File: src/rtl/uart_rx.sv
// uart_rx: 8N1 UART receiver with level valid/ack handshake, overrun and framing-error flags.
// Optional build macro UART_RX_MAJORITY_EN: each decision uses a 2-of-3 vote over recent ticks.
module uart_rx #(
  parameter int unsigned OVERSAMPLE = 16
) (
  input  logic       clk_i,
  input  logic       reset_i,
  input  logic       sample_tick_i,
  input  logic       rx_i,
  input  logic       rx_ack_i,
  output logic [7:0] rx_data_o,
  output logic       rx_valid_o,
  output logic       frame_err_o,
  output logic       overrun_o,
  output logic       rx_busy_o
);

  localparam int unsigned CntW = $clog2(OVERSAMPLE);
  localparam logic [CntW-1:0] HalfLast = CntW'(OVERSAMPLE / 2 - 1);
  localparam logic [CntW-1:0] FullLast = CntW'(OVERSAMPLE - 1);
  localparam logic [CntW-1:0] CntOne   = CntW'(1);

  typedef enum logic [2:0] {
    StIdle,
    StStart,
    StData,
    StStop,
    StFlush
  } state_e;

  state_e          state_q;
  logic [CntW-1:0] tick_cnt_q;
  logic [2:0]      bit_index_q;
  logic [7:0]      sr_q;
  logic            rx_meta_q;
  logic            rx_s_q;
  logic [7:0]      rx_data_q;
  logic            rx_valid_q;
  logic            frame_err_q;
  logic            overrun_q;
  logic            rx_busy_q;
  logic            sample;

  always_ff @(posedge clk_i) begin
    if (reset_i) begin
      rx_meta_q <= 1'b1;
      rx_s_q    <= 1'b1;
    end else begin
      rx_meta_q <= rx_i;
      rx_s_q    <= rx_meta_q;
    end
  end

`ifdef UART_RX_MAJORITY_EN
  // Two previous tick samples; the live rx_s_q is the third vote.
  logic [1:0] hist_q;

  always_ff @(posedge clk_i) begin
    if (reset_i) begin
      hist_q <= 2'b11;
    end else if (sample_tick_i) begin
      hist_q <= {hist_q[0], rx_s_q};
    end
  end

  assign sample = (hist_q[1] & hist_q[0]) | (hist_q[1] & rx_s_q) | (hist_q[0] & rx_s_q);
`else
  assign sample = rx_s_q;
`endif

  always_ff @(posedge clk_i) begin
    if (reset_i) begin
      state_q     <= StIdle;
      tick_cnt_q  <= '0;
      bit_index_q <= '0;
      sr_q        <= '0;
      rx_data_q   <= '0;
      rx_valid_q  <= 1'b0;
      frame_err_q <= 1'b0;
      overrun_q   <= 1'b0;
      rx_busy_q   <= 1'b0;
    end else begin
      frame_err_q <= 1'b0;
      if (rx_ack_i) begin
        rx_valid_q <= 1'b0;
        overrun_q  <= 1'b0;
      end
      if (sample_tick_i) begin
        case (state_q)
          StIdle: begin
            if (!rx_s_q) begin
              state_q    <= StStart;
              tick_cnt_q <= '0;
              rx_busy_q  <= 1'b1;
            end
          end
          StStart: begin
            if (tick_cnt_q == HalfLast) begin
              tick_cnt_q <= '0;
              if (!sample) begin
                state_q     <= StData;
                bit_index_q <= '0;
              end else begin
                state_q   <= StIdle;
                rx_busy_q <= 1'b0;
              end
            end else begin
              tick_cnt_q <= tick_cnt_q + CntOne;
            end
          end
          StData: begin
            if (tick_cnt_q == FullLast) begin
              tick_cnt_q <= '0;
              sr_q       <= {sample, sr_q[7:1]};
              if (bit_index_q == 3'd7) begin
                state_q <= StStop;
              end else begin
                bit_index_q <= bit_index_q + 3'd1;
              end
            end else begin
              tick_cnt_q <= tick_cnt_q + CntOne;
            end
          end
          StStop: begin
            if (tick_cnt_q == FullLast) begin
              tick_cnt_q <= '0;
              if (sample) begin
                rx_data_q  <= sr_q;
                rx_valid_q <= 1'b1;
                // A same-cycle ack consumed the old byte, so nothing was lost.
                overrun_q  <= ~rx_ack_i & (overrun_q | rx_valid_q);
                state_q    <= StIdle;
                rx_busy_q  <= 1'b0;
              end else begin
                frame_err_q <= 1'b1;
                state_q     <= StFlush;
              end
            end else begin
              tick_cnt_q <= tick_cnt_q + CntOne;
            end
          end
          StFlush: begin
            if (rx_s_q) begin
              state_q   <= StIdle;
              rx_busy_q <= 1'b0;
            end
          end
          default: begin
            state_q    <= StIdle;
            tick_cnt_q <= '0;
            rx_busy_q  <= 1'b0;
          end
        endcase
      end
    end
  end

  assign rx_data_o   = rx_data_q;
  assign rx_valid_o  = rx_valid_q;
  assign frame_err_o = frame_err_q;
  assign overrun_o   = overrun_q;
  assign rx_busy_o   = rx_busy_q;

endmodule

File: config.mk
export PLATFORM = sky130hd
export DESIGN_NAME = uart_rx
export DESIGN_NICKNAME = d
export VERILOG_FILES = /design/src/rtl/uart_rx.sv
export SDC_FILE = /design/constraint.sdc
export NUM_CORES = 1
export LEC_CHECK = 0
export CORE_UTILIZATION = 53
export DETAILED_ROUTE_END_ITERATION = 10
export HOLD_SLACK_MARGIN = 0.03
export PLACE_DENSITY = 0.77
export SLEW_MARGIN = 20
export SYNTH_ARGS = -nofsm -noshare
export SYNTH_HDL_FRONTEND = slang
export SYNTH_SLANG_ARGS = --single-unit
File: constraint.sdc
create_clock -name clk_i -period 2.28 [get_ports clk_i]
set_input_delay 0.228 -clock clk_i [delete_from_list [all_inputs] [get_ports clk_i]]
set_output_delay 0.228 -clock clk_i [all_outputs]
set_load 0.01 [all_outputs]
==> metrics.md <==
| Metric | Value |
|---|---|
| Area growth, synth to finish | 13.8% |
| Cells on worst reg2reg path | 5 |
| Cell internal pwr | 0.691 mW |
| Proportion of power drawn by the clock network | 32.4% |
| Slew at the pin with the worst max-slew slack | 0.552 ns |
| Kind of start point of the critical path | register |
| Routed wire per std cell | 13.7 um |
| Data required time at the worst endpoint | 2.56 ns |
| Count of port buffers added during placement | 16 |
| Postcts setup bufs | 0 |
| Total clock buffers created by CTS | 5 |
| Largest net degree at the start of global routing | 26 |
| Number of distinct standard cells referenced by the synthesized netlist | 39 |
| Total core area | 0.00248 mm^2 |
| Number of optimization iterations in the first detailed-route pass | 4 |
| Number of cells on the worst hold path | 1 |
| Overall power of the completed layout | 0.893 mW |
| Async SR Flop Fraction | 0% |
| Final net count | 172 |
| Worst vdd ir | 0.517 mV |
| Die footprint | 0.00282 mm^2 |
| Net count of the mapped netlist | 159 |
| Syn. warnings | 0 |
| DPL Wire Length | 1900 um |
| Combinational group share of total power | 4.1% |
| Via density | 5.92 |
| Post-Synthesis Cell Area | 0.00138 mm^2 |
| Tightest Hold Check Type | reg -> reg |
| Final setup violation count | 0 |
| Antenna violations before repair | 0 |
| CTS Hold Buffers Added | 0 |
| Global router's overall resource usage | 21.5% |
| Drt total wl | 2650 um |
| Chip Height | 53.1 um |
| Avg Inst Size Synth | 9.16 um^2 |
| Horizontal extent of the die | 53.1 um |
| Clock period minus worst slack | 1.86 ns |
| Number of maximum-capacitance constraint violations | 0 |
| Result of the run | completed |
| Crit path max fanout | 9 |
| Part of the power in registers | 63.5% |
| Top Ports | 17 |
| Count of unresolved DRC violations after routing | 0 |
| Gp weighted congestion | 0.795 |
| Setup repair after global routing missed its margin | no |
| Global-route wire length before repair | 4290 um |
| Total Neg Setup Slack | 0 ns |
| Number of flip-flops and latches in the synthesized netlist | 32 |
| Switching power as a share of total power | 22.6% |
| Number of antenna cells inserted | 0 |
| Worst Setup End Kind | register |
| Sequential cell area fraction in the yosys report | 46.3% |
| Category of the most critical setup path | reg -> reg |
| Final number of max-transition violations | 0 |
| Pwr Density | 567 mW/mm^2 |
| Clock tree from TritonCTS | built |
| TritonCTS sink count | 32 |
| Max clock buf depth | 2 |
| Post-synth top flop | dfxtp_1 |
| Gate count after technology mapping | 151 |
| Clk pin slew, worst setup/hold paths | 0.09 ns |
| Static power due to leakage | 0.615 nW |
| Number of flops mapped to enable cells by yosys | 0 |
| Root cell of the clock tree | clkbuf_4 |
| Number of global-route vias before repair | 998 |
| First-iteration detailed-routing DRC count | 24 |
| Fraction of layout instances using a drive strength above 1 | 9.15% |
| Switching Power | 0.202 mW |
| Count of standard-cell rows | 18 |
| Worst-skew pair later-pin latency | 0.32 ns |
| Worst hold-check slack | 0.414 ns |
| Final antenna-violating net count | 0 |
| Final Core Density | 63.5% |
| Overall overflow remaining after global route | 0 |
| Maximum achievable frequency | 538 MHz |
| Final worst path period share | 81.6% |
| Final clock skew | 0.00986 ns |
| Arrival time at the worst endpoint | 2.14 ns |
| Vias after detailed routing | 1148 |
| Slew Limit Headroom | 63.0% |
| Initial core utilization | 55.8% |
| Final number of hold-violating endpoints | 0 |
| Number of H-tree levels | 2 |
| Cells resized by post-CTS repair | 0 |
registers in the layout, indices dropped and copies added (netlist names):
signal	flops
rx_data_o	8
rx_valid_o	1
frame_err_o	1
overrun_o	1
state_q	3
sr_q	8
bit_index_q	3
rx_meta_q	1
tick_cnt_q	4
rx_s_q	1
rx_busy_o	1
cell families (layout without fill, tap and decap cells):
| family | count (synthesis) | in the layout | share of synthesized area, % |
|---|---|---|---|
| buf+inv | 13 | 26 | 4.89 |
| xor+xnor | 2 | 2 | 1.27 |
| compound gates | 31 | 31 | 14.5 |
| fa+ha+maj | 3 | 3 | 2.72 |
| mux | 10 | 10 | 7.33 |
| simple gates | 60 | 60 | 23.0 |
| flops | 32 | 32 | 46.3 |
area by class of cell:
cell class	count	area, um^2
tap	30	37.5
clock inverter	1	5.00
inverter	2	7.51
clock buffer	6	41.3
fill	221	903
sequential	32	641
timing repair buffer	17	168
multi-input combinational	106	674
worst paths after layout:
path                                  to  slack, ns                       start
max          bit_index_q[0]$_SDFFE_PP0P_       0.42  tick_cnt_q[0]$_SDFFE_PP0P_
max reg2reg  bit_index_q[0]$_SDFFE_PP0P_       0.42  tick_cnt_q[0]$_SDFFE_PP0P_
min reg2reg            rx_s_q$_SDFF_PP1_       0.41        rx_meta_q$_SDFF_PP1_
min                    rx_s_q$_SDFF_PP1_       0.41        rx_meta_q$_SDFF_PP1_
synthesized netlist by cell type (all sizes together), types with 2 or more instances:
cell type	count	area (um^2)
o22ai	2	12.5
nand2	20	75.1
o21ai	4	20.0
o221a	2	22.5
nor3	6	46.3
a21oi	13	65.1
dfxtp	32	641
a31oi	2	12.5
or3	2	12.5
or2	3	18.8
mux2i	9	90.1
clkbuf	8	30.0
nor2	14	52.6
and2	2	12.5
nor4	2	12.5
nand2b	5	31.3
a22o	2	17.5
buf	3	30.0
ha	3	37.5
inv	2	7.51
power groups by stage:
stage / sequential, mW / clock [mW] / combinational (mW)
floorplan: 0.576 / 0 / 0.0235
global placement: 0.579 / 0 / 0.0350
detailed placement: 0.579 / 0 / 0.0365
CTS: 0.566 / 0.304 / 0.0367
global route: 0.567 / 0.322 / 0.0404
finish: 0.566 / 0.289 / 0.0367
critical path: stages, from the launching register on:
cell and delay (ns):
dfxtp_1 0.38, ha_1 0.28, nand4_4 0.16, or3_1 0.61
nor3_4 0.23, mux2_1 0.15
routing by layer:
metal / GRT usage [%] / up-vias / wire (um)
li1: - / 558 / -
met1: 24.9 / 537 / 1150
met2: 34.8 / 44 / 1260
met3: 7.47 / 9 / 173
met4: 10.5 / 0 / 68
met5: 0 / - / 0
per-stage QoR:
step,cells,worst slack (ns),instance area (um^2)
after floorplan,151,0.704,1380
after global placement,187,0.310,1530
after detailed placement,187,0.257,1530
after CTS,194,0.406,1570
after global routing,194,0.283,1570
final,194,0.420,1570
layout by cell type, fill, tap and decap left out, types with 2 or more instances in the layout:
cell,count
nor3_1,4
inv_1,2
clkbuf_4,5
or2_2,3
dfxtp_1,32
nor4_1,2
o221a_2,2
clkdlybuf4s50_1,16
ha_1,3
mux2i_1,9
nor2_1,14
nand2b_1,5
a31oi_1,2
a21oi_1,13
or3_1,2
o21ai_0,3
and2_1,2
nand2_1,20
o22ai_1,2
a22o_1,2
No activity file was read; power rests on OpenSTA's default activity.
